[src/rtl/traffic_pkg.sv]
// Shared light encoding, departure-FSM states and light-sequence helpers
// for the traffic_sensor intersection model.
package traffic_pkg;

    typedef enum logic [1:0] {
        GREEN  = 2'b00,
        YELLOW = 2'b01,
        RED    = 2'b10
    } light_t;

    typedef enum logic {
        IDLE  = 1'b0,
        CROSS = 1'b1
    } dep_state_t;

    // The illegal code 2'b11 never counts as green.
    function automatic logic is_green(input logic [1:0] code);
        return code == GREEN;
    endfunction

    // Light steps a real controller must never take.
    function automatic logic illegal_step(input logic [1:0] prev, input logic [1:0] cur);
        return (prev == GREEN && cur == RED) || (prev == RED && cur == YELLOW);
    endfunction

endpackage

[src/rtl/street_queue.sv]
// One street of the intersection: a car counter fed by arrivals, a departure
// FSM that retires one car per DWELL green cycles, and a sticky overflow flag.
module street_queue
    import traffic_pkg::*;
#(
    parameter int QW    = 4,
    parameter int DWELL = 2
) (
    input  logic          clk,
    input  logic          reset,
    input  logic          arr,
    input  logic [1:0]    light,
    output logic [QW-1:0] q,
    output logic          t,
    output logic          dep,
    output logic          ovf
);

    localparam int CW = (DWELL > 1) ? $clog2(DWELL) : 1;
    localparam logic [CW-1:0] CNT_LAST = CW'(DWELL - 1);

    dep_state_t    state;
    logic [CW-1:0] cnt;
    logic          green;
    logic          full;
    logic          do_dep;
    logic          ovf_set;
    logic [QW-1:0] q_next;

    assign green   = is_green(light);
    assign full    = (q == {QW{1'b1}});
    assign do_dep  = (state == CROSS) && green && (cnt == CNT_LAST);
    assign ovf_set = arr && !do_dep && full;
    assign t       = (q != '0);

    // A departure and an arrival in the same cycle cancel out.
    always_comb begin
        // NOTE: default first so every path assigns q_next; otherwise a latch is inferred.
        q_next = q;
        if (arr && !do_dep && !full)
            q_next = q + 1'b1;
        else if (!arr && do_dep)
            q_next = q - 1'b1;
    end

    // NOTE: sequential state uses non-blocking assignments only, so every
    // register samples pre-edge values regardless of statement order.
    always_ff @(posedge clk) begin
        if (reset) begin
            q     <= '0;
            dep   <= 1'b0;
            ovf   <= 1'b0;
            state <= IDLE;
            cnt   <= '0;
        end else begin
            q   <= q_next;
            dep <= do_dep;
            ovf <= ovf | ovf_set;
            case (state)
                IDLE: begin
                    if (green && q != '0) begin
                        state <= CROSS;
                        cnt   <= '0;
                    end
                end
                CROSS: begin
                    if (!green) begin
                        state <= IDLE;
                        cnt   <= '0;
                    end else if (do_dep) begin
                        cnt   <= '0;
                        state <= (q_next != '0) ? CROSS : IDLE;
                    end else begin
                        cnt <= cnt + 1'b1;
                    end
                end
                default: begin
                    state <= IDLE;
                    cnt   <= '0;
                end
            endcase
        end
    end

endmodule

[src/rtl/traffic_sensor.sv]
// Intersection environment model: two independent street queues plus an
// optional light-sequence safety monitor enabled by TRAFFIC_SENSOR_CHECK_EN.
module traffic_sensor
    import traffic_pkg::*;
#(
    parameter int QW    = 4,
    parameter int DWELL = 2
) (
    input  logic          clk,
    input  logic          reset,
    input  logic          arr_a,
    input  logic          arr_b,
    input  logic [1:0]    la,
    input  logic [1:0]    lb,
    output logic          ta,
    output logic          tb,
    output logic [QW-1:0] qa,
    output logic [QW-1:0] qb,
    output logic          dep_a,
    output logic          dep_b,
    output logic          ovf_a,
    output logic          ovf_b,
    output logic          err
);

    street_queue #(.QW(QW), .DWELL(DWELL)) u_street_a (
        .clk   (clk),
        .reset (reset),
        .arr   (arr_a),
        .light (la),
        .q     (qa),
        .t     (ta),
        .dep   (dep_a),
        .ovf   (ovf_a)
    );

    street_queue #(.QW(QW), .DWELL(DWELL)) u_street_b (
        .clk   (clk),
        .reset (reset),
        .arr   (arr_b),
        .light (lb),
        .q     (qb),
        .t     (tb),
        .dep   (dep_b),
        .ovf   (ovf_b)
    );

`ifdef TRAFFIC_SENSOR_CHECK_EN
    logic [1:0] prev_la;
    logic [1:0] prev_lb;
    logic       err_q;
    logic       violation;

    assign violation = ((la != RED) && (lb != RED))
                     || (la == 2'b11) || (lb == 2'b11)
                     || illegal_step(prev_la, la)
                     || illegal_step(prev_lb, lb);

    // Previous lights start at RED so a legal RED->GREEN start is not flagged.
    always_ff @(posedge clk) begin
        if (reset) begin
            prev_la <= RED;
            prev_lb <= RED;
            err_q   <= 1'b0;
        end else begin
            prev_la <= la;
            prev_lb <= lb;
            err_q   <= err_q | violation;
        end
    end

    assign err = err_q;
`else
    assign err = 1'b0;
`endif

endmodule

[config.mk]
export PLATFORM = sky130hd
export DESIGN_NAME = traffic_sensor
export DESIGN_NICKNAME = d
export VERILOG_FILES = /design/src/rtl/traffic_pkg.sv /design/src/rtl/street_queue.sv /design/src/rtl/traffic_sensor.sv
export SDC_FILE = /design/constraint.sdc
export NUM_CORES = 1
export LEC_CHECK = 0
export ABC_AREA = 0
export BUFFER_PORTS_ARGS = -buffer_cell sky130_fd_sc_hd__clkbuf_2
export CAP_MARGIN = 0
export CORE_MARGIN = 5
export CORE_UTILIZATION = 40
export CTS_CLUSTER_DIAMETER = 50
export DETAILED_ROUTE_END_ITERATION = 12
export PLACE_DENSITY = 0.58
export SLEW_MARGIN = 0
export SYNTH_ARGS = -nofsm -noshare
export SYNTH_HDL_FRONTEND = slang
export SYNTH_SLANG_ARGS = --single-unit
[constraint.sdc]
create_clock -name clk -period 4.2 [get_ports clk]
set_input_delay 0.21 -clock clk [delete_from_list [all_inputs] [get_ports clk]]
set_output_delay 0.21 -clock clk [all_outputs]
set_load 0.01 [all_outputs]
Word-level counts from Yosys, hierarchy flattened
Cells that the tools add are included.

Bits in registers: 16. Output and inout port bits: 15. Logic and storage cells: 72.

$add $sub $neg: 6. Equal/unequal tests: 4. Muxes and demuxes: 22. Bitwise operators: 4. Reduce and logical (&&, ||, !) cells: 26.

Operators with widths (count): 4-bit two-way mux (4); 4-bit nonzero test (4); 1-bit logical AND (14); 1-bit two-way mux (14); 4-bit by 1-bit adder with 4-bit output (second input constant) (2); 4-bit == test (second input constant) (2); 1-bit one-hot mux with 2 select lines (4); 4-bit by 1-bit subtractor with 4-bit output (second input constant) (2); 1-bit logical NOT (6); 2-bit logical NOT (2); 2-bit by 1-bit inequality test with 1-bit output (second input constant) (2); 1-bit adder (second input constant) (2); 1-bit NOT (2); 1-bit OR (2).

Logic depth before layout (Yosys ltp)
Gate-level depths: netlist (run 1).

Depth in word-level cells: 12. Gate-level depth with buffers: 6.

Cells and area by module
A second synthesis (run 1) with hierarchy kept.

Cells, all modules: 129. Area, all modules: 1117.3 sq um.

By module, submodules not included: street_queue at u_street_b (times used 1, cells each 64, area each 555.5 sq um, seq. area each 160.2 sq um); street_queue at u_street_a (times used 1, cells each 63, area each 550.5 sq um, seq. area each 160.2 sq um); traffic_sensor (times used 1, cells each 2, area each 11.3 sq um, seq. area each 0.0 sq um).

Least setup slack after synthesis (run 1)
No wires, ideal clock.

Path kind: reg2reg. Start: register u_street_a.q[1]. End: register u_street_a.state. Library setup time: 0.120 ns. Data arrival time: 1.626 ns. Data required time: 4.080 ns. Setup slack: 2.454 ns. Stages on the path, launching flop included: 7. Path buffers: 0. Period minus slack after synthesis: 1.746 ns. Path through: dfxtp_1 -> ha_1 -> nand2_1 -> or4b_1 -> o311ai_2 -> nand3_1 -> o31a_1.

Word-level cells in the longest chain between the ends: 9.

RTL lines: start: declaration (line street_queue.sv:13) `output logic [QW-1:0] q,`; start signal: assignment (line street_queue.sv:56) `q <= q_next;`; parallel branches: the longest is 8 deep, another holds 4-bit by 1-bit subtractor with 4-bit output; 1-bit one-hot mux with 2 select lines (*) (line street_queue.sv:59) `case (state)`; end signal: assignment (line street_queue.sv:72) `state <= (q_next != '0) ? CROSS : IDLE;`; end: declaration (line street_queue.sv:22) `dep_state_t state;`.

Every way passes the cells marked *. A chain may end at the register's enable or synchronous reset.

Worst setup path in the final report (run 1)
Start: register u_street_b.state. End: register u_street_b.state.

Word-level cells in the longest chain between the ends: 11.

RTL lines: start: declaration (line street_queue.sv:22); start signal: assignment (line street_queue.sv:72); 1-bit logical AND (2 in a row) (line street_queue.sv:32) `assign do_dep = (state == CROSS) && green && (cnt == CNT_LAST);`; 1-bit logical NOT (line street_queue.sv:40) `if (arr && !do_dep && !full)`; 1-bit logical AND (2 in a row) (line street_queue.sv:40); 4-bit two-way mux (line street_queue.sv:40); 4-bit nonzero test (line street_queue.sv:72); 1-bit two-way mux (line street_queue.sv:72); 1-bit two-way mux (line street_queue.sv:70) `end else if (do_dep) begin`; 1-bit two-way mux (line street_queue.sv:67) `if (!green) begin`; 1-bit one-hot mux with 2 select lines (*) (line street_queue.sv:59).

Every way passes the cells marked *; elsewhere a longest branch is shown, timed or not.

==> results.sh, run 1 <==
export IMPL_vias=929
export IMPL_worstRegToRegCells=5
export IMPL_hold_depth=3
export IMPL_fin_crit_sh_pct=46.2
export IMPL_drt_pass1_iter_count=4
export IMPL_synth_seq_cells=16
export IMPL_coreArea_sq_um=2410
export IMPL_total_power_uw=334
export IMPL_drv_slew=0
export IMPL_yosysSeqAreaShare_pct=32.5
export IMPL_ys_types=36
export IMPL_n_fill_cell=245
export IMPL_synthTopCellsByCount="23 x nor2_1, 16 x dfxtp_1, 8 x nand2_1"
export IMPL_synth_top_family_by_area="simple AND/OR/NAND/NOR gates"
export IMPL_post_cts_repair_setup_buffers=0
export IMPL_cts_tree="done"
export IMPL_grt_pass1_wl_um=3510
export IMPL_io_buffers=21
export IMPL_ios=23
export IMPL_cts_hold_buf=0
export IMPL_postRouteAntennaNets=0
export IMPL_syn_to_final_growth_pct=15.4
export IMPL_yosys_top_cells_area="dfxtp_1 32%, nor2_1 8.8%, ha_1 7.6%, a211oi_1 3.8%, a31oi_1 3.8%"
export IMPL_grt_max_degree=17
export IMPL_syn_avg_cell_area_sq_um=8.22
export IMPL_setup_viol=0
export IMPL_synth_most_common_cell="nor2_1"
export IMPL_leakagePower_nw=0.469
export IMPL_finalCriticalPeriod_ns=1.94
export IMPL_diodes=0
export IMPL_die_h_um=59.6
export IMPL_die_w_um=59.6
export IMPL_min_path_type="in -> reg"
export IMPL_cts_root_buf="clkbuf_4"
export IMPL_synth_top_flop_cell="dfxtp_1"
export IMPL_async_flop_share_pct=0
export IMPL_rsz0062_at_grt="no"
export IMPL_row_count=18
export IMPL_hpwlAfterDp_um=1560
export IMPL_muxShareOfSynthArea_pct=1.02
export IMPL_endpoint_kind="flop"
export IMPL_wl_per_cell_um=12.5
export IMPL_drt_iter0_markers=36
export IMPL_drive_gt1_share_pct=20.9
export IMPL_status="completed"
export IMPL_power_density_nw_per_um2=294
export IMPL_drv_cap=0
export IMPL_netlist_area_leader_share_pct=32.5
export IMPL_synth_cells=120
export IMPL_cp_start_kind="flop"
export IMPL_fin_setup_tns_ns=0
export IMPL_synth_area_sq_um=986
export IMPL_gr_total_overflow=0
export IMPL_wl_um=2110
export IMPL_via_per_inst=5.50
export IMPL_synth_fa_ha_area_share_pct=7.61
export IMPL_drc=0
export IMPL_initial_core_util_pct=40.9
export IMPL_peakVddDrop_v=0.000169
export IMPL_clk_pin_slew_ns=0.10
export IMPL_mappedNetlistNets=134
export IMPL_grt_pass1_vias=834
export IMPL_yosysTopAreaCell="dfxtp_1"
export IMPL_cts_htree_levels=1
export IMPL_cts_sinks=16
export IMPL_insertion_delay_ns=0.29
export IMPL_skew_ns=0.00286
export IMPL_design_die_area_sq_um=3560
export IMPL_cts_buffers=3
export IMPL_antenna_found_initial=0
export IMPL_track_usage_pct=12.8
export IMPL_worstSetupPathType="reg -> reg"
export IMPL_ys_warn_count=0
export IMPL_synth_simple_area_share_pct=33.1
export IMPL_cts_buffer_depth=2
export IMPL_worstPathMaxFanout=13
export IMPL_synth_xor_area_share_pct=3.55
export IMPL_nets=154
export IMPL_fmax_mhz=516
export IMPL_cts_resized=0
export IMPL_synth_edff_count=0
export IMPL_cp_arrival_ns=2.12
export IMPL_routabilityCongestion=0.802
export IMPL_required_ns=4.38
export IMPL_hold_viol=0
export IMPL_synth_compound_area_share_pct=17.1
power by group:
part	total [mW]	internal, mW	switching, mW
logic	0.0623	0.0266	0.0357
registers	0.166	0.157	0.00924
clock network	0.106	0.0528	0.0527
total	0.334	0.237	0.0977
worst paths after layout:
kind                                 endpoint                   startpoint  slack [ns]
setup / recovery  u_street_b.state$_SDFF_PP0_  u_street_b.state$_SDFF_PP0_        2.26
hold reg to reg     u_street_a.ovf$_SDFF_PP0_    u_street_a.ovf$_SDFF_PP0_        0.48
hold / removal    u_street_b.state$_SDFF_PP0_                        lb[0]        0.20
setup reg to reg  u_street_b.state$_SDFF_PP0_  u_street_b.state$_SDFF_PP0_        2.26
critical path, cell delays in order (launching register included):
cell and delay, ns:
dfxtp_1 0.38, nand4bb_1 0.41, nor3b_1 0.39, nand3b_1 0.14, o21ai_0 0.09, o41a_1 0.40
through the flow:
| stage | cell area (sq um) | instances | hold WS [ns] | worst slack, ns | utilization [%] |
|---|---|---|---|---|---|
| after global placement | 1100 | 165 | 0.449 | 2.34 | 45.7 |
| final | 1140 | 169 | 0.203 | 2.26 | 47.2 |
| after detailed placement | 1100 | 165 | 0.459 | 2.28 | 45.7 |
| after global routing | 1140 | 169 | 0.202 | 2.06 | 47.2 |
| after CTS | 1140 | 169 | 0.199 | 2.28 | 47.2 |
| after floorplan | 986 | 120 | 0.282 | 2.45 | - |
flip-flops by register name, indices dropped and copies added (netlist names):
register and flops:
u_street_b.dep 1, u_street_a.dep 1, u_street_b.ovf 1, u_street_b.cnt 1, u_street_b.q 4, u_street_b.state 1
u_street_a.q 4, u_street_a.cnt 1, u_street_a.ovf 1, u_street_a.state 1
area by class of cell:
type / count / area [sq um] / share of cell area, %
well taps: 30 / 37.5 / 3.30
flip-flops and latches: 16 / 320 / 28.2
repair buffers: 21 / 105 / 9.24
inverters: 5 / 18.8 / 1.65
clock buffers: 4 / 36.3 / 3.19
multi-input cells: 93 / 619 / 54.5
placed cells by master, fill, tap and decap left out, drive strengths merged, types with 3 or more instances in the layout:
| cell | instances |
|---|---|
| inv | 5 |
| nand2 | 8 |
| a31oi | 6 |
| ha | 6 |
| a21oi | 3 |
| xnor2 | 4 |
| nor2 | 24 |
| nor3b | 3 |
| a211oi | 5 |
| o21ai | 3 |
| nor4 | 3 |
| clkbuf | 25 |
| nand3 | 4 |
| dfxtp | 16 |
logic make-up (layout without fill, tap and decap cells):
group                    Yosys count  after routing
multiplexers                       1              1
other                              1              1
XOR/XNOR                           4              4
buffers and inverters             11             30
AO/OA/AOI/OAI                     23             23
adder cells (fa/ha/maj)            6              6
flip-flops                        16             16
AND/OR/NAND/NOR                   58             58
per-layer routing:
metal / share of wire (%) / up-vias / global-route usage (%) / wire, um
met4: 0.66 / 0 / 3.48 / 14
li1: - / 472 / - / -
met5: 0 / - / 0 / 0
met2: 47 / 23 / 21.0 / 989
met3: 6.4 / 2 / 3.92 / 134
met1: 46 / 432 / 16.2 / 970
Power figures use the tool's default switching activity.
==> run 2, diff against run 1 <==
--- a/config.mk
+++ b/config.mk
@@ -12,7 +12,7 @@
 export CORE_UTILIZATION = 40
 export CTS_CLUSTER_DIAMETER = 50
 export DETAILED_ROUTE_END_ITERATION = 12
-export PLACE_DENSITY = 0.58
+export PLACE_DENSITY = 0.61
 export SLEW_MARGIN = 0
 export SYNTH_ARGS = -nofsm -noshare
 export SYNTH_HDL_FRONTEND = slang
==> constraint.sdc (replaced) <==
create_clock -name clk -period 1.7 [get_ports clk]
set_input_delay 0.085 -clock clk [delete_from_list [all_inputs] [get_ports clk]]
set_output_delay 0.085 -clock clk [all_outputs]
set_load 0.01 [all_outputs]
==> results.sh, run 2 (synthesis gave the netlist of run 1 again) <==
export IMPL_status="completed"
export IMPL_worstSetupPathType="reg -> reg"
export IMPL_cp_start_kind="flop"
export IMPL_drv_cap=0
export IMPL_fin_crit_sh_pct=99.2
export IMPL_grt_max_degree=17
export IMPL_peakVddDrop_v=0.000345
export IMPL_syn_to_final_growth_pct=32.9
export IMPL_diodes=0
export IMPL_postRouteAntennaNets=0
export IMPL_clk_pin_slew_ns=0.10
export IMPL_cts_htree_levels=1
export IMPL_wl_met2_um=1270
export IMPL_row_count=18
export IMPL_cts_tree="done"
export IMPL_finalCriticalPeriod_ns=1.69
export IMPL_cts_hold_buf=0
export IMPL_antenna_found_initial=0
export IMPL_r2r_start="u_street_a.state$_SDFF_PP0_"
export IMPL_rrSetupSlack_ns=0.01
export IMPL_drt_iter0_markers=24
export IMPL_hpwlAfterDp_um=1830
export IMPL_insertion_delay_ns=0.29
export IMPL_power_density_nw_per_um2=651
export IMPL_wl_met3_um=128
export IMPL_worstHoldStart="lb[0]"
export IMPL_routed_top_layer="met4"
export IMPL_rsz0062_at_grt="yes"
export IMPL_drive_gt1_share_pct=35.3
export IMPL_hold_depth=3
export IMPL_final_common_cell="nor2_1"
export IMPL_worstRegToRegCells=5
export IMPL_skew_ns=0.0123
export IMPL_required_ns=1.89
export IMPL_worstPathMaxFanout=6
export IMPL_wl_um=2470
export IMPL_nets=168
export IMPL_hold_viol=0
export IMPL_m1WireLength_um=1040
export IMPL_cts_buffer_depth=2
export IMPL_vias=1009
export IMPL_hold_path_end="u_street_b.state$_SDFF_PP0_"
export IMPL_cts_sinks=16
export IMPL_drc=0
export IMPL_die_w_um=59.6
export IMPL_leakagePower_nw=0.546
export IMPL_via_per_inst=5.51
export IMPL_ios=23
export IMPL_final_cell_mix="23 x nor2_1, 21 x clkbuf_2, 12 x buf_4, 11 x dfxtp_1, 8 x nand2_1"
export IMPL_design_die_area_sq_um=3560
export IMPL_initial_core_util_pct=40.9
export IMPL_io_buffers=21
export IMPL_cts_buffers=3
export IMPL_track_usage_pct=14.3
export IMPL_drv_slew=0
export IMPL_grt_pass1_wl_um=3970
export IMPL_min_path_type="in -> reg"
export IMPL_routabilityCongestion=0.826
export IMPL_wl_per_cell_um=13.5
export IMPL_fin_setup_tns_ns=0
export IMPL_drt_pass1_iter_count=4
export IMPL_cp_arrival_ns=1.87
export IMPL_die_h_um=59.6
export IMPL_total_power_uw=853
export IMPL_setup_viol=0
export IMPL_endpoint_kind="flop"
export IMPL_top_regs="u_street_a.q (4), u_street_b.q (4)"
export IMPL_gr_total_overflow=0
export IMPL_grt_pass1_vias=991
export IMPL_coreArea_sq_um=2410
export IMPL_fmax_mhz=593
export IMPL_timing_rr_end="u_street_a.state$_SDFF_PP0_"
export IMPL_cts_root_buf="clkbuf_4"
[run 2: cell count changes in the layout (fill, tap and decap cells not counted), moves of 2 or more]
cell | previous run | this run
buf_4 | 0 | 12
buf_6 | 0 | 2
dfxtp_1 | 16 | 11
dfxtp_2 | 0 | 2
dfxtp_4 | 0 | 3
ha_1 | 6 | 4
[run 2: stage by stage]
step / cell area (sq um) / setup slack [ns] / hold WS (ns) / std cells / util, %
floorplan: 988 / 0.0432 / 0.150 / 120 / -
global placement: 1190 / 0.0752 / 0.393 / 177 / 49.5
detailed placement: 1190 / -0.00297 / 0.394 / 177 / 49.5
CTS: 1240 / 0.000307 / 0.0890 / 181 / 51.7
global route: 1310 / -0.0875 / 0.105 / 183 / 54.4
finish: 1310 / 0.0144 / 0.0898 / 183 / 54.4
[run 2: layout make-up]
type                       instances  area [sq um]
inverter                           5          18.8
multi-input combinational         93           666
tap                               30          37.5
sequential                        16           334
timing repair buffer              35           218
fill                             238          1100
clock buffer                       4          36.3
[run 2: metal layers]
metal	up-vias	global-route usage [%]
met2	31	26.1
met5	-	0
met3	4	2.18
met4	0	5.06
li1	503	-
met1	471	16.5
[run 2: report_power, final]
group          total, mW  internal (mW)  switching [mW]
sequential         0.403          0.388          0.0147
combinational      0.201         0.0913           0.110
clock              0.249          0.130           0.118
[run 2: timing repair]
item                       in CTS  in global routing
setup buffers                   0                  2
setup endpoints to repair       2                  4
pin swaps                       0                  4
resized for setup               2                 15
[run 2: how the worst max path moves through the flow]
stage	startpoint	to	depth (start not counted)
after floorplan	u_street_a.q[1]$_SDFF_PP0_	u_street_a.state$_SDFF_PP0_	6
after global placement	u_street_a.cnt$_SDFFE_PP0P_	u_street_a.state$_SDFF_PP0_	5
after detailed placement	u_street_a.state$_SDFF_PP0_	u_street_a.state$_SDFF_PP0_	5
after CTS	u_street_a.state$_SDFF_PP0_	u_street_a.state$_SDFF_PP0_	5
after global routing	u_street_a.state$_SDFF_PP0_	u_street_a.state$_SDFF_PP0_	5
final	u_street_a.state$_SDFF_PP0_	u_street_a.state$_SDFF_PP0_	5
[run 2: critical path, stage by stage, from the launching register on]
cell	delay, ns
dfxtp_4	0.38
nor4bb_4	0.49
nor2_2	0.11
o311ai_4	0.26
nand3_1	0.11
o31a_1	0.24
==> run 3, diff against run 2 <==
--- a/config.mk
+++ b/config.mk
@@ -13,7 +13,6 @@
 export CTS_CLUSTER_DIAMETER = 50
 export DETAILED_ROUTE_END_ITERATION = 12
 export PLACE_DENSITY = 0.61
-export SLEW_MARGIN = 0
 export SYNTH_ARGS = -nofsm -noshare
 export SYNTH_HDL_FRONTEND = slang
 export SYNTH_SLANG_ARGS = --single-unit
==> constraint.sdc (replaced) <==
create_clock -name clk -period 1.7 [get_ports clk]
set_input_delay 0 -clock clk [delete_from_list [all_inputs] [get_ports clk]]
set_output_delay 0 -clock clk [all_outputs]
set_load 0.01 [all_outputs]
==> results.sh, run 3 (synthesis gave the netlist of run 1 again) <==
export IMPL_status="completed"
export IMPL_placed_cells=175
export IMPL_nets=165
export IMPL_cts_root_buf="clkbuf_4"
export IMPL_cts_htree_levels=1
export IMPL_postRouteAntennaNets=0
export IMPL_die_w_um=59.6
export IMPL_drv_slew=0
export IMPL_r2r_start="u_street_a.state$_SDFF_PP0_"
export IMPL_drv_cap=0
export IMPL_die_h_um=59.6
export IMPL_crit_family="compound AO/OA/AOI/OAI gates"
export IMPL_stdcell_area_sq_um=1260
export IMPL_setup_viol=0
export IMPL_cts_buffers=3
export IMPL_final_cell_mix="23 x nor2_1, 21 x clkbuf_2, 12 x dfxtp_1, 11 x buf_4, 8 x nand2_1"
export IMPL_insertion_delay_ns=0.28
export IMPL_drt_iter0_markers=25
export IMPL_vias=1012
export IMPL_path_cells="nor4bb_4 > a31oi_2 > a21oi_2 > a211oi_1 > o31a_1"
export IMPL_worstRegToRegCells=5
export IMPL_design_die_area_sq_um=3560
export IMPL_endpoint_kind="flop"
export IMPL_antenna_found_initial=0
export IMPL_worstPathMaxFanout=6
export IMPL_slowest_stage="nor4bb_4"
export IMPL_leakagePower_nw=0.530
export IMPL_cts_buffer_depth=2
export IMPL_coreArea_sq_um=2410
export IMPL_drive_gt1_share_pct=32.7
export IMPL_cts_tree="done"
export IMPL_fin_setup_tns_ns=0
export IMPL_final_common_cell="nor2_1"
export IMPL_rsz0062_at_grt="yes"
export IMPL_routabilityCongestion=0.813
export IMPL_syn_to_final_growth_pct=27.9
export IMPL_grt_max_degree=17
export IMPL_total_power_uw=840
export IMPL_fmax_mhz=592
export IMPL_stdcell_count=180
export IMPL_min_path_type="in -> reg"
export IMPL_skew_ns=0.0101
export IMPL_grt_pass1_wl_um=4200
export IMPL_place_area_sq_um=1180
export IMPL_row_count=18
export IMPL_fin_crit_sh_pct=99.4
export IMPL_hpwlAfterDp_um=1850
export IMPL_top_regs="u_street_a.q (4), u_street_b.q (4)"
export IMPL_wl_um=2470
export IMPL_track_usage_pct=15.0
export IMPL_hold_viol=0
export IMPL_power_density_nw_per_um2=666
export IMPL_via_per_inst=5.62
export IMPL_required_ns=1.87
export IMPL_cts_sinks=16
export IMPL_drc=0
export IMPL_cp_start_kind="flop"
export IMPL_final_setup_worst_slack_ns=0.0110
export IMPL_drt_pass1_iter_count=4
export IMPL_hold_path_end="u_street_b.state$_SDFF_PP0_"
export IMPL_worstHoldStart="lb[1]"
export IMPL_diodes=0
export IMPL_finalCriticalPeriod_ns=1.69
export IMPL_gr_total_overflow=0
export IMPL_max_stage_delay_ns=0.49
export IMPL_initial_core_util_pct=40.9
export IMPL_worstSetupPathType="reg -> reg"
export IMPL_grt_pass1_vias=955
export IMPL_cp_buffers_inverters=0
export IMPL_pre_cts_slack_ns=0.0279
export IMPL_ios=23
export IMPL_io_buffers=21
export IMPL_clk_pin_slew_ns=0.10
export IMPL_timing_rr_end="u_street_a.state$_SDFF_PP0_"
export IMPL_hold_depth=3
export IMPL_wl_per_cell_um=13.7
export IMPL_cp_arrival_ns=1.86
export IMPL_rrSetupSlack_ns=0.01
export IMPL_peakVddDrop_v=0.000589
## run 3: per-stage QoR
| step | hold WS (ns) | utilization, % |
|---|---|---|
| floorplan | 0.0653 | - |
| global placement | 0.309 | 48.9 |
| detailed placement | 0.327 | 48.9 |
| CTS | 0.0143 | 50.4 |
| global route | 0.00300 | 52.3 |
| finish | 0.0136 | 52.3 |
## run 3: what timing repair did
action	in CTS	in global routing
resized for setup	0	9
endpoints found under the hold margin	0	0
endpoints found under the setup margin	0	3
hold buffers	0	0
buffers inserted	0	1
## run 3: how the worst max path moves through the flow
| stage | start | to | slack (ns) | depth (start not counted) |
|---|---|---|---|---|
| final | u_street_a.state$_SDFF_PP0_ | u_street_a.state$_SDFF_PP0_ | 0.01 | 5 |
| after global routing | u_street_a.q[0]$_SDFF_PP0_ | u_street_a.state$_SDFF_PP0_ | -0.07 | 6 |
| after CTS | u_street_a.state$_SDFF_PP0_ | u_street_a.state$_SDFF_PP0_ | 0.02 | 5 |
| after detailed placement | u_street_a.state$_SDFF_PP0_ | u_street_a.state$_SDFF_PP0_ | 0.03 | 5 |
| after global placement | u_street_a.state$_SDFF_PP0_ | u_street_a.state$_SDFF_PP0_ | 0.06 | 5 |
| after floorplan | u_street_a.q[1]$_SDFF_PP0_ | u_street_a.state$_SDFF_PP0_ | 0.04 | 6 |
## run 3: area by class of cell
cell class              instances  area, sq um
repair buffers                 32          188
multi-input cells              93          653
well taps                      30         37.5
fillers                       232         1150
flip-flops and latches         16          328
inverters                       5         18.8
clock buffers                   4         36.3
## run 3: worst register-to-register path, delay by kind of cell, from the launching register on
| kind | cells | cell delay [ns] |
|---|---|---|
| AND/OR/NAND/NOR | 1 | 0.49 |
| flip-flops | 1 | 0.37 |
| AO/OA/AOI/OAI | 4 | 0.73 |
## run 3: layer usage
layer	GRT usage [%]	share of wire (%)	up-vias	wire, um
met5	0	0	-	0
met3	3.49	5.8	2	144
met2	26.2	49	32	1220
li1	-	-	492	-
met4	2.53	0.36	0	9
met1	18.7	44	486	1100
## run 3: where the power goes
| part | switching, mW | internal, mW | leakage (nW) |
|---|---|---|---|
| clock network | 0.115 | 0.130 | 0.0210 |
| registers | 0.0117 | 0.389 | 0.132 |
| logic | 0.111 | 0.0831 | 0.377 |
